<file path="src/rtl/sprite_blitter.sv">
// sprite_blitter: copies one SPRITE_W x SPRITE_H indexed-colour sprite from a
// synchronous sprite ROM into the frame buffer at (pos_x, pos_y). It honours
// a transparent palette index and horizontal flip, and clips at the screen edges.
//
// Ports:
//   Clk, Reset              clock, synchronous active-high reset
//   start                   draw request (only honoured when idle)
//   pos_x, pos_y            sprite top-left on screen, latched on accepted start
//   flip_h, trans_idx       mirror enable / transparent index, latched on start
//   busy, done              blit in progress / one-cycle completion pulse
//   rom_address, rom_q      sprite ROM read port (data one cycle after address)
//   fb_we, fb_addr, fb_data frame-buffer write request, held until fb_ready
//   fb_ready                frame buffer accepts the write this cycle
module sprite_blitter #(
  parameter int unsigned SPRITE_W = 32,
  parameter int unsigned SPRITE_H = 32,
  parameter int unsigned FB_W     = 320,
  parameter int unsigned FB_H     = 240,
  parameter int unsigned IDX_W    = 3,
  parameter int unsigned FB_AW    = 17
) (
  input  logic             Clk,
  input  logic             Reset,
  input  logic             start,
  input  logic [9:0]       pos_x,
  input  logic [9:0]       pos_y,
  input  logic             flip_h,
  input  logic [IDX_W-1:0] trans_idx,
  output logic             busy,
  output logic             done,
  output logic [9:0]       rom_address,
  input  logic [IDX_W-1:0] rom_q,
  output logic             fb_we,
  output logic [FB_AW-1:0] fb_addr,
  output logic [IDX_W-1:0] fb_data,
  input  logic             fb_ready
);

  localparam int unsigned CW = $clog2(SPRITE_W);
  localparam int unsigned RW = $clog2(SPRITE_H);
  localparam int unsigned SW = 11;  // screen-coordinate width, wide enough to never wrap

  typedef enum logic [2:0] {
    IDLE  = 3'd0,
    FETCH = 3'd1,
    WAIT  = 3'd2,
    WRITE = 3'd3,
    DONE  = 3'd4
  } state_t;

  state_t           state;
  logic             launch;   // start accepted, first fetch issued next cycle
  logic [RW-1:0]    row;
  logic [CW-1:0]    col;
  logic [9:0]       org_x;
  logic [9:0]       org_y;
  logic             flip;
  logic [IDX_W-1:0] tidx;

  // ROM address of sprite pixel (rr, cc), mirrored when flipping
  function automatic logic [9:0] rom_addr_of(input logic [RW-1:0] rr,
                                             input logic [CW-1:0] cc,
                                             input logic          fl);
    logic [CW-1:0] src_col;
    src_col = fl ? (CW'(SPRITE_W - 1) - cc) : cc;
    return (10'(rr) * 10'(SPRITE_W)) + 10'(src_col);
  endfunction

  // Next position in raster order
  logic          col_last;
  logic          last_px;
  logic [CW-1:0] col_nxt;
  logic [RW-1:0] row_nxt;

  assign col_last = (col == CW'(SPRITE_W - 1));
  assign last_px  = col_last && (row == RW'(SPRITE_H - 1));
  assign col_nxt  = col_last ? '0 : (col + CW'(1));
  assign row_nxt  = col_last ? (row + RW'(1)) : row;

  // Screen position of the current pixel and its clip / transparency verdict
  logic [SW-1:0]    scr_x;
  logic [SW-1:0]    scr_y;
  logic             skip_px;
  logic [FB_AW-1:0] scr_addr;

  assign scr_x    = SW'(org_x) + SW'(col);
  assign scr_y    = SW'(org_y) + SW'(row);
  assign skip_px  = (rom_q == tidx) || (scr_x >= SW'(FB_W)) || (scr_y >= SW'(FB_H));
  assign scr_addr = (FB_AW'(scr_y) * FB_AW'(FB_W)) + FB_AW'(scr_x);

  // Main controller; rom_address is loaded on entry to FETCH so that rom_q is
  // valid during WAIT
  always_ff @(posedge Clk) begin
    if (Reset) begin
      state       <= IDLE;
      launch      <= 1'b0;
      row         <= '0;
      col         <= '0;
      org_x       <= '0;
      org_y       <= '0;
      flip        <= 1'b0;
      tidx        <= '0;
      busy        <= 1'b0;
      done        <= 1'b0;
      fb_we       <= 1'b0;
      rom_address <= '0;
      fb_addr     <= '0;
      fb_data     <= '0;
    end else begin
      done <= 1'b0;
      case (state)
        IDLE: begin
          if (launch) begin
            launch      <= 1'b0;
            busy        <= 1'b1;
            rom_address <= rom_addr_of('0, '0, flip);
            state       <= FETCH;
          end else if (start) begin
            launch <= 1'b1;
            org_x  <= pos_x;
            org_y  <= pos_y;
            flip   <= flip_h;
            tidx   <= trans_idx;
            row    <= '0;
            col    <= '0;
          end
        end

        FETCH: state <= WAIT;

        WAIT: begin
          if (!skip_px) begin
            fb_we   <= 1'b1;
            fb_addr <= scr_addr;
            fb_data <= rom_q;
            state   <= WRITE;
          end else if (last_px) begin
            busy  <= 1'b0;
            done  <= 1'b1;
            state <= DONE;
          end else begin
            row         <= row_nxt;
            col         <= col_nxt;
            rom_address <= rom_addr_of(row_nxt, col_nxt, flip);
            state       <= FETCH;
          end
        end

        WRITE: begin
          if (fb_ready) begin
            fb_we <= 1'b0;
            if (last_px) begin
              busy  <= 1'b0;
              done  <= 1'b1;
              state <= DONE;
            end else begin
              row         <= row_nxt;
              col         <= col_nxt;
              rom_address <= rom_addr_of(row_nxt, col_nxt, flip);
              state       <= FETCH;
            end
          end
        end

        DONE: state <= IDLE;

        default: begin
          busy  <= 1'b0;
          fb_we <= 1'b0;
          state <= IDLE;
        end
      endcase
    end
  end

endmodule

</file>
<file path="config.mk">
export PLATFORM = sky130hd
export DESIGN_NAME = sprite_blitter
export DESIGN_NICKNAME = d
export VERILOG_FILES = /design/src/rtl/sprite_blitter.sv
export SDC_FILE = /design/constraint.sdc
export NUM_CORES = 1
export LEC_CHECK = 0
export ABC_CLOCK_PERIOD_IN_PS = 4000
export CELL_PAD_IN_SITES_DETAIL_PLACEMENT = 1
export CELL_PAD_IN_SITES_GLOBAL_PLACEMENT = 1
export CORE_ASPECT_RATIO = 2
export CORE_MARGIN = 5
export CORE_UTILIZATION = 38
export CTS_BUF_LIST = sky130_fd_sc_hd__clkbuf_4 sky130_fd_sc_hd__clkbuf_8
export CTS_CLUSTER_SIZE = 25
export DETAILED_ROUTE_END_ITERATION = 8
export PLACE_DENSITY = 0.88
export SLEW_MARGIN = 0
export SYNTH_ARGS = -nofsm -noshare
export SYNTH_HDL_FRONTEND = slang
export SYNTH_SLANG_ARGS = --single-unit
export TNS_END_PERCENT = 100
</file>
<file path="constraint.sdc">
create_clock -name Clk -period 4 [get_ports Clk]
set_input_delay 1.2 -clock Clk [delete_from_list [all_inputs] [get_ports Clk]]
set_output_delay 1.2 -clock Clk [all_outputs]
set_load 0.02 [all_outputs]
</file>
======== After elaboration in Yosys (flattened, before gate mapping) ========
Index checks and enable logic that the tools add are counted.
cells by class
  $mul .................................... 1
  multiplexer cells ....................... 38
  reductions and logical operators ........ 14
  add/subtract/negate cells ............... 7
  equality and inequality tests ........... 13
  bitwise operators ....................... 4
  $lt $le $gt $ge ......................... 2
operators with widths
  cell                     count
  $mux W5                  12
  $mux W10                 4
  $pmux W10 S3             1
  $pmux W5 S3              2
  $add A10 B5 Y11          2
  $add A17 B11 Y17         1
  $mux W3                  4
  $ne A2 B2 Y1 const B     6
  $pmux W3 S4              1
  $ge A11 B8 Y1 const B    1
  $ge A11 B9 Y1 const B    1
  $mul A11 B3 Y11 const B  1
  $mux W1                  11
  $add A10 B5 Y10          1
  $add A5 B1 Y5 const B    2
  $eq A5 B5 Y1 const B     2
  $reduce_and A4 Y1        2
  $eq A3 B2 Y1 const B     2
  $reduce_and A3 Y1        2
  $reduce_and A5 Y1        1
  $sub A5 B5 Y5 const A    1
  $not A1 Y1               4
  $pmux W1 S4              1
  $reduce_and A2 Y1        2
  other kinds (11)         12
word-level totals
  register bits after elaboration ......... 71

======== Depth between registers and ports, before layout ========
Gate-level depths: netlist of the first run.
  word-level depth ........................ 8
  depth in mapped cells ................... 16
  depth with buffers taken out ............ 16

======== Least setup slack after synthesis of the first run ========
OpenSTA, ideal clock, no wires.
  path type ............................... reg2reg
  from .................................... register row[0]
  to ...................................... register fb_addr[16]
  arrival time ............................ 3953 ps
  stages on the path, launching flop included .. 16
  setup slack ............................. -29 ps
  data required time ...................... 3924 ps
  library setup time ...................... 76 ps
  buffers on the path ..................... 0
  path through ............................ dfxtp_1 ha_1 inv_1 fa_1 nand2b_1 a21oi_1 xnor2_1 inv_1 ha_1 fa_1 ha_1 a21boi_0 o2111ai_1 nor3b_1 xnor3_1 o22ai_1
between the ends
  longest elaborated chain between the ends .. 5
  elaborated cells on any way between the ends .. 7
  those cells by class .................... add/sub (2); mul (1); order compare (1); bitwise (1); reduce/logical (2)
RTL lines
  what                                                      RTL line  text
  from (decl)                                               53        logic [RW-1:0] row;
  from (signal assigned)                                    142       row <= row_nxt;
  from (signal assigned)                                    157       row <= row_nxt;
  $add A10 B5 Y11 (*)                                       87        assign scr_y = SW'(org_y) + SW'(row);
  branches (longest 4 deep; another with $add A17 B11 Y17)  --
  to (signal assigned)                                      134       fb_addr <= scr_addr;
  to (decl)                                                 34        output logic [FB_AW-1:0] fb_addr,
Mark *: on every way between the ends.
A chain may end at the register's enable or synchronous reset.

======== Worst setup path after layout of the first run ========
Ends and elaborated chain as after synthesis.

==> results.json, run 1 <==
{
  "worst-path-buf-inv": 2,
  "overflow": 0,
  "min_from": "org_y[0]",
  "layout-drive-gt1-share_pct": 12.4,
  "hold_path.class": "reg2reg",
  "antenna_left": 0,
  "synthTopCellsByCount": "71 x dfxtp_1, 71 x nand2_1, 56 x a21oi_1",
  "numPortBuffers": 63,
  "drc": 0,
  "clk_latency_ns": 0.36,
  "maxCapViolCount": 0,
  "crit_path_frequent_cell": "ha_2",
  "vdd_drop_max_mv": 0.190,
  "syn-cell-area_sq_um": 4470,
  "synth_top_area_share_pct": 31.8,
  "hold_viol": 0,
  "relSlewSlack_pct": 31.2,
  "r2r_start": "row[0]",
  "worst_pin_slew_ns": 1.03,
  "hold_slack_ns": 0.472,
  "leakage_nw": 2.21,
  "synth_nets": 597,
  "yosys_register_bits": 71,
  "startpoint_type": "flip-flop",
  "max_freq_ghz": 0.260,
  "dp_hpwl_mm": 10.6,
  "syn_inst": 528,
  "worstPathRequired_ns": 4.28,
  "finalCritPeriodShare_pct": 96.3,
  "core_sq_um": 11600,
  "dp_slack_ns": -0.151,
  "synthArstFlopShare_pct": 0,
  "grt_pass1_vias": 4509,
  "timing.rr.end": "fb_addr[16]",
  "firstDrtPassIters": 4,
  "crit_family": "adder cells",
  "track_usage_pct": 19.7,
  "synth.area.top_cells": "dfxtp_1 32%, ha_1 9.5%, a21oi_1 6.3%, nand2_1 6.0%, xnor2_1 5.3%",
  "synth_ff_type": "dfxtp_1",
  "synth.yosys.warnings": 0,
  "finalSetupViolCount": 0,
  "synth_edf_count": 0,
  "arrival_ns": 4.14,
  "worst_slack_ns": 0.148,
  "clockPowerShare_pct": 28.9,
  "cts_hold_buf": 0,
  "clkTransAtPathRegs_ns": 0.08,
  "hold_depth": 2,
  "power_density_nw_per_um2": 327,
  "grt_max_degree": 36,
  "r2r_slack_ns": 0.15,
  "num_rows": 56,
  "drt-vias-per-instance": 5.65,
  "drv_slew": 0,
  "antenna_found_initial": 0,
  "clock_skew_ns": 0.0102,
  "htree_levels": 3,
  "grt_first_pass_wirelength_mm": 22.1,
  "power_switching_mw": 0.639,
  "die_y_microns": 163,
  "die_area_sq_um": 14200,
  "grt_setup_unrepaired": "yes",
  "cts-root-buf": "clkbuf_8",
  "place.gp.congestion": 0.901,
  "r2r_cells": 17,
  "antenna_cells": 0,
  "cts_buffer_depth": 2,
  "p_sw_share_pct": 34.8,
  "avgRoutedWirePerCell_microns": 18.3,
  "worst_path_max_delay_cell": "fa_1",
  "totalWireLength_mm": 13.6,
  "initial_core_util_pct": 38.4,
  "cts_sinks": 71,
  "combPwrFrac_pct": 28.0,
  "yosysTopAreaCell": "dfxtp_1",
  "via_count": 4199,
  "synth_cell_types": 64,
  "fin_util_pct": 48.2,
  "status": "completed",
  "yosysSeqAreaShare_pct": 31.8,
  "fin_tns_setup_ns": 0,
  "worstPathCellList": "ha_2, inv_1, fa_1, nand2b_1, buf_4, a211oi_4, nor2_1, xnor2_1, ha_2, ha_4, and2_1, a311o_1, a21oi_2, xor2_1, nor3b_2, xnor3_1, o22ai_1",
  "whs_endpoint": "org_y[0]",
  "finalCriticalPeriod_ns": 3.85,
  "die_w_microns": 86.7,
  "nNetsFinal": 662,
  "seqPwrFrac_pct": 43.2,
  "tritoncts": "built",
  "crit_type": "reg2reg",
  "internal-power_mw": 1.19,
  "critical_path.max_fanout": 3,
  "drtIter0Drc": 173,
  "cts_buffers": 9,
  "cp-end-kind": "flip-flop",
  "cpPeakStageDelay_ns": 0.40,
  "area_growth_pct": 25.4,
  "synth_area_per_cell_sq_um": 8.46,
  "io_pins": 64
}
## placed cells by master (no fill, tap or decap), drive strengths merged, types with 3 or more instances in the layout
cell type / n
fa: 4
or3: 5
a21oi: 59
mux2i: 12
xnor2: 27
nor2b: 5
nand2: 71
clkinv: 4
ha: 34
nor4b: 4
nand4: 3
nor2: 39
dfxtp: 71
clkbuf: 9
nor3: 9
xor2: 12
o21ai: 18
a21o: 10
nand3: 12
and2: 6
buf: 23
a211oi: 18
a32o: 3
and3: 4
o31ai: 9
o21bai: 4
nor3b: 5
a31oi: 3
clkdlybuf4s50: 62
inv: 19
## how the worst max path moves through the flow
stage	end	startpoint	slack [ns]	depth (start not counted)
2_1_floorplan	fb_addr[16]	row[0]	0.05	16
4_1_cts	fb_addr[16]	org_y[0]	0.01	17
3_3_place_gp	fb_addr[16]	org_y[0]	0.03	16
3_5_place_dp	fb_addr[16]	org_y[0]	-0.15	15
6_report	fb_addr[16]	row[0]	0.15	17
5_1_grt	fb_addr[16]	org_y[0]	-0.1	17
## worst min-delay path, stage by stage (launching register included)
cell and delay [ns]:
dfxtp_1 0.32, nand2_1 0.05, a21oi_1 0.05
## cell families after synthesis
| group | Yosys count | share of synthesized area, % |
|---|---|---|
| AND/OR/NAND/NOR | 171 | 18.1 |
| AO/OA/AOI/OAI | 147 | 23.2 |
| flip-flops | 71 | 31.8 |
| buffers and inverters | 49 | 4.76 |
| XOR/XNOR | 40 | 8.15 |
| adder cells (fa/ha/maj) | 38 | 11.3 |
| multiplexers | 12 | 2.69 |
## metal layers
| metal | global-route usage (%) | part of all wire, % |
|---|---|---|
| met2 | 39.1 | 58 |
| met3 | 2.73 | 2.3 |
| met5 | 0 | 0 |
| met4 | 8.09 | 3.0 |
| met1 | 19.6 | 36 |
## timing repair
item / CTS / global route
setup buffers: 1 / 1
endpoints found under the hold margin: 0 / 0
pin swaps: 2 / 7
gates cloned: 0 / 0
setup endpoints to repair: 1 / 2
resized for setup: 13 / 8
## metrics by stage
step                std cells  cell area [sq um]  power (mW)
finish                    743               5600        1.83
floorplan                 528               4470        1.11
detailed placement        725               5300        1.30
global placement          725               5300        1.27
CTS                       742               5540        1.83
global route              743               5600        1.93
## flip-flops by register name (all words and copies together) (netlist names)
name / cells
launch: 1
rom_address: 10
done: 1
busy: 1
org_x: 10
tidx: 3
fb_addr: 17
fb_we: 1
row: 5
fb_data: 3
org_y: 10
flip: 1
state: 3
col: 5
## layout make-up
| cell class | count | area, sq um |
|---|---|---|
| Clock inverter | 7 | 47.5 |
| Sequential cell | 71 | 1430 |
| Tap cell | 145 | 181 |
| Timing Repair Buffer | 85 | 803 |
| Inverter | 18 | 67.6 |
| Clock buffer | 9 | 124 |
| Multi-Input combinational cell | 408 | 2950 |
| Fill cell | 1418 | 6030 |
## power groups by stage
stage / combinational, mW / clock (mW) / sequential (mW)
2_1_floorplan: 0.305 / 0 / 0.808
3_3_place_gp: 0.466 / 0 / 0.805
3_5_place_dp: 0.489 / 0 / 0.808
4_1_cts: 0.501 / 0.541 / 0.791
5_1_grt: 0.558 / 0.576 / 0.798
6_report: 0.513 / 0.529 / 0.791
(Power assumes the default switching activity.)
==> inputs of run 2 (changes only) <==
--- a/config.mk
+++ b/config.mk
@@ -6,15 +6,13 @@
 export NUM_CORES = 1
 export LEC_CHECK = 0
 export ABC_CLOCK_PERIOD_IN_PS = 4000
-export CELL_PAD_IN_SITES_DETAIL_PLACEMENT = 1
-export CELL_PAD_IN_SITES_GLOBAL_PLACEMENT = 1
 export CORE_ASPECT_RATIO = 2
 export CORE_MARGIN = 5
-export CORE_UTILIZATION = 38
+export CORE_UTILIZATION = 41
 export CTS_BUF_LIST = sky130_fd_sc_hd__clkbuf_4 sky130_fd_sc_hd__clkbuf_8
 export CTS_CLUSTER_SIZE = 25
 export DETAILED_ROUTE_END_ITERATION = 8
-export PLACE_DENSITY = 0.88
+export PLACE_DENSITY = 0.75
 export SLEW_MARGIN = 0
 export SYNTH_ARGS = -nofsm -noshare
 export SYNTH_HDL_FRONTEND = slang
==> run 2 against run 1 <==
Net effect:
- via count fell by 5.0%
- non-clock buffer count fell by 7
- global-route usage fell by 1.9 points
- critical path type unchanged
==> results.json, run 2 (synthesized netlist as in run 1, its figures left out) <==
{
  "status": "completed",
  "cts_buffers": 9,
  "dp_cells": 715,
  "crit_start": "row[4]",
  "r2r_cells": 14,
  "clkTransAtPathRegs_ns": 0.07,
  "cts_buffer_depth": 2,
  "firstDrtPassIters": 4,
  "layout_common_cells": "71 x nand2_1, 69 x dfxtp_1, 62 x clkdlybuf4s50_1",
  "die_y_microns": 158,
  "vdd_drop_max_mv": 0.196,
  "cpPeakStageDelay_ns": 0.44,
  "cts_sinks": 71,
  "antenna_cells": 0,
  "crit_end": "fb_addr[16]",
  "dp_slack_ns": -0.126,
  "core_sq_um": 10800,
  "nNetsFinal": 655,
  "area_growth_pct": 23.0,
  "startpoint_type": "flip-flop",
  "via_count": 3990,
  "grt_first_pass_wirelength_mm": 19.1,
  "clock_skew_ns": 0.00533,
  "post_cts_buffers": 0,
  "arrival_ns": 4.05,
  "cts-root-buf": "clkbuf_8",
  "timing.rr.end": "fb_addr[16]",
  "cp-end-kind": "flip-flop",
  "hold_path.class": "reg2reg",
  "totalWireLength_mm": 11.6,
  "worst_pin_slew_ns": 0.953,
  "path_depth": 14,
  "worstPathRequired_ns": 4.28,
  "fin_total_pwr_mw": 1.78,
  "hold_slack_ns": 0.464,
  "drt-vias-per-instance": 5.46,
  "place.gp.congestion": 0.896,
  "max_freq_ghz": 0.265,
  "antenna_left": 0,
  "antenna_found_initial": 0,
  "die_area_sq_um": 13200,
  "clk_latency_ns": 0.35,
  "die_w_microns": 83.8,
  "power_density_nw_per_um2": 324,
  "grt_max_degree": 36,
  "htree_levels": 3,
  "worst-path-buf-inv": 1,
  "track_usage_pct": 17.8,
  "numPortBuffers": 63,
  "maxCapViolCount": 0,
  "fillers": 1054,
  "largest_reg_flops": 17,
  "grt_pass1_vias": 4139,
  "crit_family": "compound AO/OA/AOI/OAI gates",
  "leakage_nw": 2.19,
  "tritoncts": "built",
  "largest_register": "fb_addr",
  "r2r_start": "row[4]",
  "dp_hpwl_mm": 8.94,
  "avgRoutedWirePerCell_microns": 15.9,
  "drv_slew": 0,
  "fin_tns_setup_ns": 0,
  "finalSetupViolCount": 0,
  "worst_path_max_delay_cell": "ha_1",
  "finalCritPeriodShare_pct": 94.2,
  "drtIter0Drc": 185,
  "io_pins": 64,
  "num_rows": 54,
  "r2r_slack_ns": 0.23,
  "crit_path_frequent_cell": "ha_1",
  "overflow": 0,
  "crit_type": "reg2reg",
  "initial_core_util_pct": 41.3,
  "cts_hold_buf": 0,
  "relSlewSlack_pct": 36.3,
  "place_area_sq_um": 5260,
  "hold_viol": 0,
  "critical_path.max_fanout": 7,
  "fin_cells": 731,
  "drc": 0,
  "fin_util_pct": 50.9,
  "final_cell_area_sq_um": 5500,
  "finalCriticalPeriod_ns": 3.77,
  "worstPathCellList": "ha_1, nor3b_1, a311o_1, nor3_2, inv_1, ha_1, ha_1, a21o_1, a311o_1, a21oi_1, xor2_1, nor3b_2, xnor3_1, o22ai_1",
  "worst_slack_ns": 0.231,
  "final_common_cell": "nand2_1",
  "layout-drive-gt1-share_pct": 9.81
}
-- run 2: cell types whose count changed in the layout (fill, tap and decap cells not counted), moves of 2 or more --
| cell | before | now |
|---|---|---|
| a21oi_1 | 52 | 55 |
| buf_4 | 21 | 14 |
| ha_1 | 29 | 32 |
| a21oi_2 | 4 | 1 |
| ha_4 | 3 | 1 |
-- run 2: layer usage --
metal	global-route usage, %	up-vias	share of wire (%)
li1	-	1991	-
met1	17.9	1879	37
met2	35.4	100	57
met3	2.81	20	3.5
met4	7.75	0	2.4
met5	0	-	0
-- run 2: power breakdown --
part | internal [mW] | switching [mW] | leakage (nW)
Clock | 0.238 | 0.277 | 0.0918
Combinational | 0.205 | 0.267 | 1.52
Sequential | 0.747 | 0.0438 | 0.578
-- run 2: worst min-delay path by stage --
stage	from	end	slack [ns]	cells past startpoint
CTS	org_y[3]	org_y[3]	0.47	2
detailed placement	org_y[3]	org_y[3]	0.46	2
global route	org_y[3]	org_y[3]	0.49	2
global placement	org_y[0]	org_y[0]	0.45	2
finish	org_y[3]	org_y[3]	0.46	2
floorplan	org_x[0]	org_x[0]	0.44	2
-- run 2: final cells by class --
type,instances,area [sq um],area share [%]
Clock buffer,10,138,2.50
Clock inverter,6,36.3,0.660
Inverter,18,67.6,1.23
Multi-Input combinational cell,408,2910,52.9
Sequential cell,71,1420,25.9
Tap cell,140,175,3.19
Timing Repair Buffer,78,751,13.7
-- run 2: repair_timing --
item | CTS | global route
resized for setup | 6 | 5
setup endpoints to repair | 1 | 2
pin swaps | 2 | 2
hold endpoints to repair | 0 | 0
-- run 2: worst reg2reg max path: cells and delay by family (launching register included) --
| kind | cells | cell delay (ns) |
|---|---|---|
| and+or+nand+nor | 3 | 0.53 |
| DFF | 1 | 0.33 |
| xor gates and xnor gates | 2 | 0.35 |
| adders and majority gates | 3 | 1.09 |
| buffers and inverters | 1 | 0.11 |
| AOI/OAI and AO/OA | 5 | 1.28 |
==> inputs of run 3 (changes only) <==
--- a/config.mk
+++ b/config.mk
@@ -10,9 +10,9 @@
 export CORE_MARGIN = 5
 export CORE_UTILIZATION = 41
 export CTS_BUF_LIST = sky130_fd_sc_hd__clkbuf_4 sky130_fd_sc_hd__clkbuf_8
-export CTS_CLUSTER_SIZE = 25
 export DETAILED_ROUTE_END_ITERATION = 8
-export PLACE_DENSITY = 0.75
+export DONT_BUFFER_PORTS = 1
+export PLACE_DENSITY = 0.61
 export SLEW_MARGIN = 0
 export SYNTH_ARGS = -nofsm -noshare
 export SYNTH_HDL_FRONTEND = slang
==> run 3 against run 2 <==
Net effect:
- via count down 7.0%
- final cell count down 8.3%
- critical path type unchanged
- highest routed layer unchanged
- sequential share of layout area up 2.9 points
- routed wire length down 1.6%
- die area unchanged
- critical endpoint is now fb_addr[15]
==> results.json, run 3 (synthesized netlist as in run 1, its figures left out) <==
{
  "initial_core_util_pct": 41.3,
  "core_sq_um": 10800,
  "power_density_nw_per_um2": 366,
  "grt_pass1_vias": 3723,
  "hold_path.class": "reg2reg",
  "io_pins": 64,
  "cts_sinks": 71,
  "clock_skew_ns": 0.00543,
  "tritoncts": "built",
  "hold_viol": 0,
  "avgRoutedWirePerCell_microns": 17.0,
  "maxCapViolCount": 0,
  "htree_levels": 3,
  "largest_register": "fb_addr",
  "max_freq_ghz": 0.265,
  "drc": 0,
  "fin_tns_setup_ns": 0,
  "finalCritPeriodShare_pct": 94.3,
  "whs_endpoint": "org_x[4]",
  "firstDrtPassIters": 5,
  "die_w_microns": 83.8,
  "min_from": "org_x[4]",
  "r2r_cells": 17,
  "worstPathRequired_ns": 4.28,
  "dp_cells": 655,
  "final_common_cell": "nand2_1",
  "drtIter0Drc": 194,
  "timing.rr.end": "fb_addr[15]",
  "num_rows": 54,
  "antenna_left": 0,
  "seqPwrFrac_pct": 45.0,
  "clk_latency_ns": 0.36,
  "die_area_sq_um": 13200,
  "critical_path.max_fanout": 2,
  "totalWireLength_mm": 11.4,
  "finalCriticalPeriod_ns": 3.77,
  "cts_buffers": 9,
  "antenna_cells": 0,
  "r2r_start": "org_y[0]",
  "dp_hpwl_mm": 8.65,
  "crit_type": "reg2reg",
  "grt_first_pass_wirelength_mm": 18.1,
  "arrival_ns": 4.05,
  "drv_slew": 0,
  "track_usage_pct": 17.3,
  "overflow": 0,
  "leakage_nw": 1.97,
  "area_growth_pct": 10.5,
  "worst_pin_slew_ns": 1.21,
  "cp-end-kind": "flip-flop",
  "numPortBuffers": 0,
  "status": "completed",
  "largest_reg_flops": 17,
  "clkTransAtPathRegs_ns": 0.08,
  "relSlewSlack_pct": 19.4,
  "power_switching_mw": 0.579,
  "layout_common_cells": "71 x nand2_1, 70 x dfxtp_1, 54 x a21oi_1",
  "clockPowerShare_pct": 33.5,
  "vdd_drop_max_mv": 0.219,
  "fin_cells": 670,
  "nNetsFinal": 595,
  "startpoint_type": "flip-flop",
  "combPwrFrac_pct": 21.5,
  "antenna_found_initial": 0,
  "die_y_microns": 158,
  "drt-vias-per-instance": 5.54,
  "cts-root-buf": "clkbuf_8",
  "cts_buffer_depth": 2,
  "layout-drive-gt1-share_pct": 11.3,
  "grt_setup_unrepaired": "no",
  "cts_hold_buf": 0,
  "internal-power_mw": 1.23,
  "hold_depth": 2,
  "place.gp.congestion": 0.873,
  "hold_slack_ns": 0.463,
  "finalSetupViolCount": 0,
  "via_count": 3710,
  "p_sw_share_pct": 32.1,
  "grt_max_degree": 67,
  "r2r_slack_ns": 0.23,
  "post_cts_buffers": 0
}
## run 3: cell types whose count changed in the layout (fill, tap and decap cells not counted), moves of 2 or more
| cell | previous run | this run |
|---|---|---|
| clkdlybuf4s50_1 | 62 | 0 |
| buf_4 | 14 | 18 |
| clkinv_2 | 4 | 0 |
| xnor2_1 | 25 | 27 |
| xnor2_2 | 2 | 0 |
## run 3: per-stage QoR
step | utilization, % | total power, mW | worst slack, ns | area (sq um)
final | 45.7 | 1.81 | 0.228 | 4940
after global routing | 45.7 | 1.89 | 0.0262 | 4940
after CTS | 44.9 | 1.81 | 0.00733 | 4860
after detailed placement | 43.0 | 1.20 | -0.0148 | 4640
after global placement | 43.0 | 1.19 | 0.0818 | 4640
after floorplan | - | 1.11 | 0.0487 | 4470
## run 3: how the worst max path moves through the flow
stage                     startpoint     endpoint  depth (start not counted)
after floorplan               row[0]  fb_addr[16]                         16
after global routing        org_y[0]  fb_addr[15]                         17
after CTS                   org_y[0]  fb_addr[16]                         15
after global placement      org_y[0]  fb_addr[16]                         16
after detailed placement    org_y[0]  fb_addr[16]                         16
final                       org_y[0]  fb_addr[15]                         17
## run 3: per-layer routing
metal,routed length (microns),track usage (%),part of all wire [%]
met1,4280,17.0,38
met2,6200,32.9,54
met3,510,4.27,4.5
met4,420,9.05,3.7
met5,0,0,0
## run 3: power groups by stage
stage / clock network (mW) / logic [mW] / registers, mW
after CTS: 0.620 / 0.377 / 0.812
after floorplan: 0 / 0.305 / 0.808
after global routing: 0.646 / 0.429 / 0.819
final: 0.605 / 0.389 / 0.812
after detailed placement: 0 / 0.373 / 0.829
after global placement: 0 / 0.367 / 0.827
## run 3: layout make-up
class | instances | area [sq um]
clock buffers | 11 | 151
clock inverters | 4 | 53.8
fillers | 1082 | 5870
inverters | 18 | 67.6
multi-input cells | 408 | 2930
flip-flops and latches | 71 | 1420
well taps | 140 | 175
repair buffers | 18 | 135
## run 3: critical path: stages, from the launching register on
cell      delay (ns)
dfxtp_1         0.34
ha_1            0.17
inv_1           0.06
fa_1            0.40
nand2b_4        0.18
a21oi_2         0.13
xnor2_1         0.14
inv_1           0.12
ha_4            0.26
ha_1            0.31
a21o_1          0.16
a21oi_1         0.20
xnor2_1         0.20
buf_4           0.17
nor3b_1         0.36
nand3_1         0.14
xnor2_1         0.14
a211oi_1        0.21
## run 3: timing repair
item / CTS / global route
endpoints found under the setup margin: 1 / 2
pin swaps: 0 / 3
gates resized for setup: 2 / 11
